<file path="config.mk">
export PLATFORM = sky130hd
export DESIGN_NAME = wait_timer
export DESIGN_NICKNAME = d
export VERILOG_FILES = /design/src/rtl/wait_timer.sv
export SDC_FILE = /design/constraint.sdc
export NUM_CORES = 1
export LEC_CHECK = 0
export ABC_AREA = 1
export BUFFER_PORTS_ARGS = -buffer_cell sky130_fd_sc_hd__buf_2
export CORE_ASPECT_RATIO = 1.2
export CORE_MARGIN = 4
export CORE_UTILIZATION = 55
export DETAILED_ROUTE_END_ITERATION = 6
export PLACE_DENSITY = 0.79
export SLEW_MARGIN = 25
export SYNTH_ARGS = -nofsm -noshare
export SYNTH_HDL_FRONTEND = slang
export SYNTH_SLANG_ARGS = --single-unit
</file>
<file path="constraint.sdc">
create_clock -name clk -period 1.94 [get_ports clk]
set_input_delay 0.194 -clock clk [delete_from_list [all_inputs] [get_ports clk]]
set_output_delay 0.194 -clock clk [all_outputs]
set_load 0.01 [all_outputs]
</file>
<file path="src/rtl/wait_timer.sv">
// wait_timer: retriggerable delay timer with clock prescaler, loadable tick
// count, one-shot / periodic modes, abort and a sticky done / ack handshake.
module wait_timer #(
    parameter int WIDTH         = 32,
    parameter int DEFAULT_TICKS = 1000000,
    parameter int PRESCALE      = 1
) (
    input  logic             clk,
    input  logic             reset,
    input  logic             start,
    input  logic             abort,
    input  logic             ack,
    input  logic             periodic,
    input  logic             use_load,
    input  logic [WIDTH-1:0] load_ticks,
    output logic             busy,
    output logic             done,
    output logic             expire,
    output logic [WIDTH-1:0] count
);

    localparam int              PW         = (PRESCALE > 1) ? $clog2(PRESCALE) : 1;
    localparam logic [PW-1:0]   PRESC_LAST = PW'(PRESCALE - 1);
    localparam logic [WIDTH-1:0] DEF_TICKS = WIDTH'(DEFAULT_TICKS);
    localparam logic [WIDTH-1:0] ONE       = WIDTH'(1);

    typedef enum logic [1:0] {IDLE, RUN, DONE} state_t;

    state_t           state_q, state_d;
    logic [WIDTH-1:0] target_q, target_d;
    logic [WIDTH-1:0] remaining_q, remaining_d;
    logic [PW-1:0]    presc_q, presc_d;
    logic             mode_q, mode_d;
    logic             done_q, done_d;

    logic [WIDTH-1:0] sel_ticks;
    logic [WIDTH-1:0] start_target;
    logic             wrap;

    // Target chosen at start; a zero count is treated as a single tick.
    always_comb begin
        sel_ticks    = use_load ? load_ticks : DEF_TICKS;
        start_target = (sel_ticks == '0) ? ONE : sel_ticks;
    end

    // Outputs are pure decodes of registered state (no input-to-output path).
    always_comb begin
        wrap   = (presc_q == PRESC_LAST);
        expire = (state_q == RUN) && (remaining_q == ONE) && wrap;
        busy   = (state_q == RUN);
        done   = done_q;
        count  = remaining_q;
    end

    // Next state: abort > start > expiry > ack (reset handled in the flops).
    always_comb begin
        state_d     = state_q;
        target_d    = target_q;
        remaining_d = remaining_q;
        presc_d     = presc_q;
        mode_d      = mode_q;
        done_d      = done_q;

        if (state_q == RUN && abort) begin
            state_d     = IDLE;
            remaining_d = '0;
            presc_d     = '0;
        end else if (start && !abort) begin
            // Launch or retrigger; wins over a coincident expiry.
            state_d     = RUN;
            target_d    = start_target;
            remaining_d = start_target;
            presc_d     = '0;
            mode_d      = periodic;
            done_d      = 1'b0;
        end else if (state_q == RUN) begin
            if (!wrap) begin
                presc_d = presc_q + PW'(1);
            end else begin
                presc_d = '0;
                if (remaining_q != ONE) begin
                    remaining_d = remaining_q - ONE;
                end else if (mode_q) begin
                    remaining_d = target_q;
                end else begin
                    state_d     = DONE;
                    remaining_d = '0;
                    done_d      = 1'b1;
                end
            end
        end else if (state_q == DONE && ack) begin
            state_d = IDLE;
            done_d  = 1'b0;
        end
    end

    // State registers with synchronous active-high reset.
    always_ff @(posedge clk) begin
        if (reset) begin
            state_q     <= IDLE;
            target_q    <= '0;
            remaining_q <= '0;
            presc_q     <= '0;
            mode_q      <= 1'b0;
            done_q      <= 1'b0;
        end else begin
            state_q     <= state_d;
            target_q    <= target_d;
            remaining_q <= remaining_d;
            presc_q     <= presc_d;
            mode_q      <= mode_d;
            done_q      <= done_d;
        end
    end

endmodule

</file>
==> flow_results.xml, run 1 <==
<?xml version="1.0" encoding="UTF-8"?>
<metrics>
  <group name="status">
    <metric name="result_of_the_run" unit="">complete, no violations</metric>
  </group>
  <group name="sta">
    <metric name="setup_viol" unit="">0</metric>
    <metric name="max_slew.worst_pin.slew" unit="ps">454</metric>
    <metric name="max-slew-margin-rel" unit="%">69.4</metric>
    <metric name="fmax" unit="MHz">535</metric>
    <metric name="fin_worst_hold_slack" unit="ps">72.8</metric>
    <metric name="finalCritPeriodShare" unit="%">96.3</metric>
    <metric name="timing.final.max_slew_violations" unit="">0</metric>
    <metric name="final_period_minus_worst_setup_slack" unit="ps">1870</metric>
    <metric name="timing.clock.skew" unit="ps">12.5</metric>
    <metric name="finalHoldViolCount" unit="">0</metric>
  </group>
  <group name="yosys">
    <metric name="asyncSetResetFlopFracSynth" unit="%">0</metric>
    <metric name="syn_avg_cell_area" unit="sq um">6.15</metric>
    <metric name="netlist_top_cells_area" unit="">sky130_fd_sc_hd__dfxtp_1, sky130_fd_sc_hd__nand2_1, sky130_fd_sc_hd__nor2_1</metric>
    <metric name="synth_largest_type_area_fraction" unit="%">30.1</metric>
    <metric name="post_synth_inst_count" unit="">735</metric>
    <metric name="yosys.cell_types.count" unit="">33</metric>
    <metric name="yosysWarnings" unit="">0</metric>
    <metric name="syn-num-nets" unit="">776</metric>
    <metric name="ys_ff_latch" unit="">68</metric>
    <metric name="mappedNetlistArea" unit="sq um">4520</metric>
    <metric name="seq_total_area_yosys" unit="%">30.1</metric>
    <metric name="synth_largest_area_cell" unit="">sky130_fd_sc_hd__dfxtp_1</metric>
    <metric name="number_of_synthesized_flops_with_an_enable_pin" unit="">0</metric>
    <metric name="synth_top_flop_cell" unit="">sky130_fd_sc_hd__dfxtp_1</metric>
  </group>
  <group name="cells_and_area">
    <metric name="final.fill_count" unit="">725</metric>
    <metric name="antenna_cells_inserted" unit="">0</metric>
    <metric name="area_growth" unit="%">15.5</metric>
    <metric name="layout.nets" unit="">850</metric>
    <metric name="multi_input_area" unit="sq um">2770</metric>
    <metric name="final_layout_size_suffix_gt1_share" unit="%">20.4</metric>
    <metric name="finish.utilization" unit="%">66.7</metric>
    <metric name="final-seq-area" unit="sq um">1370</metric>
    <metric name="final_cells" unit="">905</metric>
  </group>
  <group name="global_route">
    <metric name="grt_use_total" unit="%">26.6</metric>
    <metric name="first_global_vias" unit="">4456</metric>
    <metric name="grt_antenna_before_repair" unit="">0</metric>
    <metric name="grt_start_max_net_pins" unit="">53</metric>
    <metric name="wire_length_of_the_first_global_routing_pass" unit="um">21100</metric>
    <metric name="leftover_overflow_at_the_end_of_global_routing" unit="">0</metric>
  </group>
  <group name="clocking">
    <metric name="clk_pin_slew_worst_paths" unit="ps">70</metric>
    <metric name="clk_latency" unit="ps">350</metric>
    <metric name="cts_tree" unit="">built</metric>
    <metric name="clock_tree.buffer_depth" unit="">2</metric>
    <metric name="postCtsHoldBufs" unit="">0</metric>
    <metric name="numCtsBuffers" unit="">9</metric>
    <metric name="numClockSinks" unit="">68</metric>
    <metric name="h-tree-depth" unit="">3</metric>
    <metric name="root_buffer" unit="">sky130_fd_sc_hd__clkbuf_8</metric>
  </group>
  <group name="die">
    <metric name="ioPinCount" unit="">74</metric>
    <metric name="row_count" unit="">35</metric>
    <metric name="initial_utilization" unit="%">57.7</metric>
    <metric name="die_w" unit="um">90.8</metric>
    <metric name="core" unit="sq um">7840</metric>
    <metric name="die_h" unit="um">107</metric>
    <metric name="floorplan_die_area" unit="sq um">9740</metric>
  </group>
  <group name="routing">
    <metric name="wl_per_cell" unit="um">14.2</metric>
    <metric name="detail_route.first_pass.iterations" unit="">6</metric>
    <metric name="post_detailed_route_drc_marker_count" unit="">0</metric>
    <metric name="num_vias" unit="">4930</metric>
    <metric name="ant_nets" unit="">0</metric>
    <metric name="vias_per_cell" unit="">5.45</metric>
    <metric name="drt-total-wl" unit="um">12900</metric>
    <metric name="number_of_violations_reported_at_the_end_of_detailed_routing_iteration_0" unit="">404</metric>
  </group>
  <group name="critical_path">
    <metric name="worst-setup-path-type" unit="">reg2out</metric>
    <metric name="timing.critical_path.from_type" unit="">flip-flop</metric>
    <metric name="timing.reg2reg.setup_slack" unit="ps">190</metric>
    <metric name="critical_path_at" unit="ps">1670</metric>
    <metric name="reg2reg_to" unit="">count[24]</metric>
    <metric name="worstReg2RegStart" unit="">count[0]</metric>
    <metric name="timing.critical_path.to_type" unit="">primary output</metric>
    <metric name="endpoint" unit="">expire</metric>
    <metric name="critPathRequiredTime" unit="ps">1750</metric>
    <metric name="cp-startpoint" unit="">count[5]</metric>
    <metric name="worst-path-max-fanout" unit="">5</metric>
    <metric name="rr_worst_depth" unit="">10</metric>
  </group>
  <group name="place">
    <metric name="gpl.final_weighted_congestion" unit="">0.953</metric>
    <metric name="place_inst" unit="">886</metric>
    <metric name="port_buffers" unit="">73</metric>
    <metric name="dp_hpwl" unit="um">9650</metric>
  </group>
  <group name="power">
    <metric name="power.share.switching" unit="%">38.6</metric>
    <metric name="vdd.ir_drop.worst" unit="uV">371</metric>
    <metric name="pwr-share-clk" unit="%">25.1</metric>
    <metric name="pwr_density_cell" unit="nW/um^2">759</metric>
    <metric name="switchingPower" unit="mW">1.53</metric>
    <metric name="seq_power_share" unit="%">40.8</metric>
    <metric name="p_leak" unit="nW">2.66</metric>
    <metric name="comb_power_share" unit="%">34.1</metric>
    <metric name="internal_power" unit="mW">2.43</metric>
  </group>
  <group name="run">
    <metric name="timing.max_cap.violations" unit="">0</metric>
  </group>
  <group name="min_path">
    <metric name="holdCritPathClass" unit="">in2reg</metric>
  </group>
</metrics>
==> synth_stat cells (5+ instances only) <==
master                     count
sky130_fd_sc_hd__nand2_1     195
sky130_fd_sc_hd__nor2_1      112
sky130_fd_sc_hd__nand3_1      81
sky130_fd_sc_hd__dfxtp_1      68
sky130_fd_sc_hd__inv_1        68
sky130_fd_sc_hd__a21oi_1      47
sky130_fd_sc_hd__o21ai_0      45
sky130_fd_sc_hd__clkbuf_1     16
sky130_fd_sc_hd__nor2_4       13
sky130_fd_sc_hd__nor2_2       12
sky130_fd_sc_hd__buf_2         8
sky130_fd_sc_hd__nor3_1        8
sky130_fd_sc_hd__nand2_2       7
sky130_fd_sc_hd__nand3b_1      7
sky130_fd_sc_hd__xnor2_1       6
sky130_fd_sc_hd__nand4_1       5
==> kinds of logic (layout without fill, tap and decap cells) <==
family | Yosys count | after routing | synth area share [%]
AO/OA/AOI/OAI | 103 | 103 | 12.0
adder cells (fa/ha/maj) | 2 | 2 | 0.553
buffers and inverters | 102 | 180 | 9.35
flip-flops | 68 | 68 | 30.1
AND/OR/NAND/NOR | 450 | 450 | 46.1
XOR/XNOR | 10 | 10 | 1.94
==> how the worst min path moves through the flow <==
stage | startpoint | to | slack, ps | depth (start not counted)
global route | periodic | mode_q | 90 | 3
detailed placement | periodic | mode_q | 430 | 3
floorplan | periodic | mode_q | 330 | 2
finish | periodic | mode_q | 70 | 3
global placement | periodic | mode_q | 430 | 3
CTS | periodic | mode_q | 70 | 3
==> power groups by stage <==
stage	logic, mW	registers [mW]	clock network [mW]
final	1.35	1.62	0.996
after global routing	1.51	1.63	1.07
after CTS	1.32	1.61	1.00
after detailed placement	1.31	1.64	0
after global placement	1.29	1.64	0
after floorplan	0.912	1.65	0
==> worst max-delay path: stages (launching register included) <==
cell	delay, ps
sky130_fd_sc_hd__dfxtp_1	380
sky130_fd_sc_hd__nor2_4	160
sky130_fd_sc_hd__nand2_1	110
sky130_fd_sc_hd__nor2_4	140
sky130_fd_sc_hd__nand2_1	80
sky130_fd_sc_hd__nor2_2	140
sky130_fd_sc_hd__nand2_2	100
sky130_fd_sc_hd__nor2_1	90
sky130_fd_sc_hd__buf_2	140
==> metrics by stage <==
step / cell area [sq um] / power [mW] / setup WS [ps] / TNS (ps)
4_1_cts: 5180 / 3.93 / 26.7 / 0
3_3_place_gp: 5010 / 2.93 / 268 / 0
3_5_place_dp: 5010 / 2.95 / 179 / 0
2_1_floorplan: 4520 / 2.57 / 333 / 0
6_report: 5230 / 3.96 / 71.6 / 0
5_1_grt: 5230 / 4.21 / -13.9 / -13.9
==> cell type report <==
class                           instances  share of cell area (%)
Sequential cell                        68                    26.1
Clock buffer                           12                    2.59
Timing Repair Buffer                   94                    10.7
Inverter                               71                    5.10
Multi-Input combinational cell        565                    52.9
Clock inverter                          3                   0.287
Tap cell                               92                    2.20
==> sequential cells by signal, indices dropped and copies added, names as in the netlist <==
| signal | count |
|---|---|
| done | 1 |
| target_q | 32 |
| state_q | 2 |
| mode_q | 1 |
| count | 32 |
==> layout by cell type (no fill, tap or decap), drive strengths merged <==
cell type,synthesis,layout
a21oi,51,51
a31oi,2,2
buf,15,94
clkbuf,16,12
clkinv,0,3
dfxtp,68,68
ha,2,2
inv,71,71
nand2,205,205
nand3,84,84
nand3b,7,7
nand4,5,5
nor2,140,140
nor3,8,8
o21ai,48,48
o21bai,2,2
or2,1,1
xnor2,6,6
xor2,4,4
==> what timing repair did <==
| item | CTS | global route |
|---|---|---|
| endpoints found under the setup margin | 1 | 7 |
| resized for setup | 3 | 10 |
| pin swaps | 1 | 3 |
| buffers inserted | 1 | 3 |
| endpoints found under the hold margin | 0 | 0 |
==> per-layer routing <==
metal	up-vias	track usage, %	share of wire (%)
met5	-	0	0
met3	25	4.20	6.1
met1	2247	35.2	45
met4	0	8.62	2.6
li1	2483	-	-
met2	175	44.5	47
No activity file was read; power rests on OpenSTA's default activity.
==> run 2: changes to the inputs <==
CORE_UTILIZATION = 52   (was 55)
PLACE_DENSITY = 0.78   (was 0.79)
clock period = 1.53 ns   (was 1.94 ns; I/O delays follow)
==> flow_results.xml, run 2 (synthesis gave the netlist of run 1 again) <==
<?xml version="1.0" encoding="UTF-8"?>
<metrics>
  <group name="place">
    <metric name="port_buffers" unit="">73</metric>
    <metric name="dpl_cell_area" unit="sq um">5630</metric>
    <metric name="dp_hpwl" unit="um">11000</metric>
    <metric name="gpl.final_weighted_congestion" unit="">0.926</metric>
  </group>
  <group name="cells_and_area">
    <metric name="multi_input_area" unit="sq um">3250</metric>
    <metric name="stdcell_area" unit="sq um">6690</metric>
    <metric name="antenna_cells_inserted" unit="">0</metric>
    <metric name="final_layout_size_suffix_gt1_share" unit="%">39.2</metric>
    <metric name="area_growth" unit="%">47.9</metric>
    <metric name="commonest_non_fill_non_tap_cell_in_the_layout" unit="">sky130_fd_sc_hd__nand2_1</metric>
    <metric name="final.fill_count" unit="">571</metric>
    <metric name="layout.nets" unit="">945</metric>
    <metric name="finish.utilization" unit="%">78.5</metric>
    <metric name="final-seq-area" unit="sq um">1380</metric>
    <metric name="layout.cells.most_common_list" unit="">sky130_fd_sc_hd__nand2_1, sky130_fd_sc_hd__nor2_1, sky130_fd_sc_hd__buf_4</metric>
  </group>
  <group name="routing">
    <metric name="vias_per_cell" unit="">5.72</metric>
    <metric name="ant_nets" unit="">0</metric>
    <metric name="wl_per_cell" unit="um">17.7</metric>
    <metric name="post_detailed_route_drc_marker_count" unit="">5</metric>
    <metric name="drt-total-wl" unit="um">18200</metric>
    <metric name="detail_route.first_pass.iterations" unit="">7</metric>
    <metric name="number_of_violations_reported_at_the_end_of_detailed_routing_iteration_0" unit="">712</metric>
    <metric name="num_vias" unit="">5871</metric>
  </group>
  <group name="sta">
    <metric name="final_period_minus_worst_setup_slack" unit="ps">1930</metric>
    <metric name="setup_viol" unit="">36</metric>
    <metric name="finalCritPeriodShare" unit="%">126</metric>
    <metric name="fmax" unit="MHz">517</metric>
    <metric name="max_slew.worst_pin.slew" unit="ps">347</metric>
    <metric name="finalHoldViolCount" unit="">0</metric>
    <metric name="unrepaired_setup_endpoints_after_global_routing" unit="">yes</metric>
    <metric name="timing.clock.skew" unit="ps">6.59</metric>
    <metric name="timing.final.max_slew_violations" unit="">0</metric>
    <metric name="max-slew-margin-rel" unit="%">76.6</metric>
    <metric name="layout_setup_ws" unit="ps">-405</metric>
  </group>
  <group name="critical_path">
    <metric name="timing.critical_path.from_type" unit="">flip-flop</metric>
    <metric name="reg2reg_to" unit="">count[31]</metric>
    <metric name="worst-path-max-fanout" unit="">6</metric>
    <metric name="crit_buf_inv" unit="">4</metric>
    <metric name="cell_chain_of_the_critical_path" unit="">inv_4, buf_12, ha_4, nand2_4, nor2_4, buf_6, nand3_4, nor2_8, nor2_4, buf_12, nand2_4, nor2_2, nor2_1, nor2_1</metric>
    <metric name="timing.reg2reg.setup_slack" unit="ps">-400</metric>
    <metric name="timing.critical_path.slowest_stage_cell" unit="">sky130_fd_sc_hd__dfxtp_2</metric>
    <metric name="critical_path_at" unit="ps">2180</metric>
    <metric name="timing.critical_path.to_type" unit="">flip-flop</metric>
    <metric name="critPathRequiredTime" unit="ps">1770</metric>
    <metric name="rr_worst_depth" unit="">14</metric>
    <metric name="worst-setup-path-type" unit="">reg2reg</metric>
    <metric name="timing.critical_path.slowest_cell_delay" unit="ps">340</metric>
    <metric name="worstReg2RegStart" unit="">count[1]</metric>
    <metric name="crit_family" unit="">simple AND/OR/NAND/NOR gates</metric>
  </group>
  <group name="power">
    <metric name="p_leak" unit="nW">3.30</metric>
    <metric name="vdd.ir_drop.worst" unit="uV">643</metric>
    <metric name="pwr_density_cell" unit="nW/um^2">915</metric>
  </group>
  <group name="clocking">
    <metric name="clk_latency" unit="ps">360</metric>
    <metric name="clk_pin_slew_worst_paths" unit="ps">70</metric>
    <metric name="numCtsBuffers" unit="">9</metric>
    <metric name="cts_tree" unit="">built</metric>
    <metric name="numClockSinks" unit="">68</metric>
    <metric name="root_buffer" unit="">sky130_fd_sc_hd__clkbuf_8</metric>
    <metric name="h-tree-depth" unit="">3</metric>
    <metric name="clock_tree.buffer_depth" unit="">2</metric>
  </group>
  <group name="min_path">
    <metric name="holdPathStages" unit="">3</metric>
    <metric name="holdCritPathClass" unit="">in2reg</metric>
    <metric name="min_to" unit="">mode_q</metric>
    <metric name="worstHoldStart" unit="">periodic</metric>
  </group>
  <group name="run">
    <metric name="timing.max_cap.violations" unit="">0</metric>
  </group>
  <group name="die">
    <metric name="row_count" unit="">37</metric>
    <metric name="floorplan_die_area" unit="sq um">10300</metric>
    <metric name="initial_utilization" unit="%">53.1</metric>
    <metric name="die_w" unit="um">93.1</metric>
    <metric name="die_h" unit="um">110</metric>
    <metric name="core" unit="sq um">8520</metric>
    <metric name="ioPinCount" unit="">74</metric>
  </group>
  <group name="status">
    <metric name="failed_checks" unit="">design-rule violations, negative setup slack</metric>
    <metric name="result_of_the_run" unit="">finished, violations left</metric>
  </group>
  <group name="global_route">
    <metric name="grt_use_total" unit="%">32.5</metric>
    <metric name="leftover_overflow_at_the_end_of_global_routing" unit="">0</metric>
    <metric name="grt_antenna_before_repair" unit="">0</metric>
    <metric name="grt_start_max_net_pins" unit="">33</metric>
    <metric name="wire_length_of_the_first_global_routing_pass" unit="um">26100</metric>
    <metric name="first_global_vias" unit="">5254</metric>
  </group>
</metrics>
[run 2: tightest hold or removal path: stages]
cell and delay, ps:
sky130_fd_sc_hd__buf_2 80, sky130_fd_sc_hd__nor2_1 40, sky130_fd_sc_hd__nor2_1 100
[run 2: layout make-up]
class	instances	share of cell area, %
multi-input combinational	565	48.6
timing repair buffer	189	22.0
sequential	68	20.6
inverter	71	4.13
tap	117	2.19
clock buffer	11	1.96
clock inverter	5	0.430
[run 2: power by group]
| group | internal [mW] | switching, mW |
|---|---|---|
| sequential | 1.90 | 0.150 |
| clock | 0.581 | 0.735 |
| combinational | 1.16 | 1.59 |
| total | 3.64 | 2.48 |
[run 2: worst max-delay path by stage]
stage | startpoint | end | cells past startpoint
3_3_place_gp | count[1] | count[17] | 11
5_1_grt | count[1] | count[28] | 14
3_5_place_dp | count[3] | count[17] | 10
6_report | count[1] | count[31] | 14
4_1_cts | count[1] | expire | 9
2_1_floorplan | count[0] | count[28] | 11
[run 2: what timing repair did]
action / 4_1_cts / 5_1_grt
setup buffers: 22 / 10
resized for setup: 86 / 69
hold buffers: 0 / 0
gates cloned: 1 / 1
endpoints found under the setup margin: 36 / 36
pin swaps: 38 / 47
[run 2: layer usage]
| layer | wire (um) | GRT usage [%] | vias to the layer above |
|---|---|---|---|
| li1 | - | - | 2690 |
| met1 | 6850 | 40.8 | 2652 |
| met2 | 8490 | 54.3 | 417 |
| met3 | 1780 | 5.77 | 112 |
| met4 | 1050 | 14.9 | 0 |
| met5 | 0 | 0 | - |
[run 2: stage by stage]
step | power, mW | cells | setup WS, ps | setup TNS [ps] | hold WS [ps]
floorplan | 3.26 | 735 | -9.81 | -14.1 | 288
detailed placement | 4.13 | 978 | -207 | -2810 | 413
CTS | 5.70 | 1017 | -195 | -3160 | 47.0
global route | 6.38 | 1026 | -462 | -12350 | 84.1
global placement | 4.08 | 978 | -143 | -856 | 385
finish | 6.12 | 1026 | -405 | -10350 | 40.3
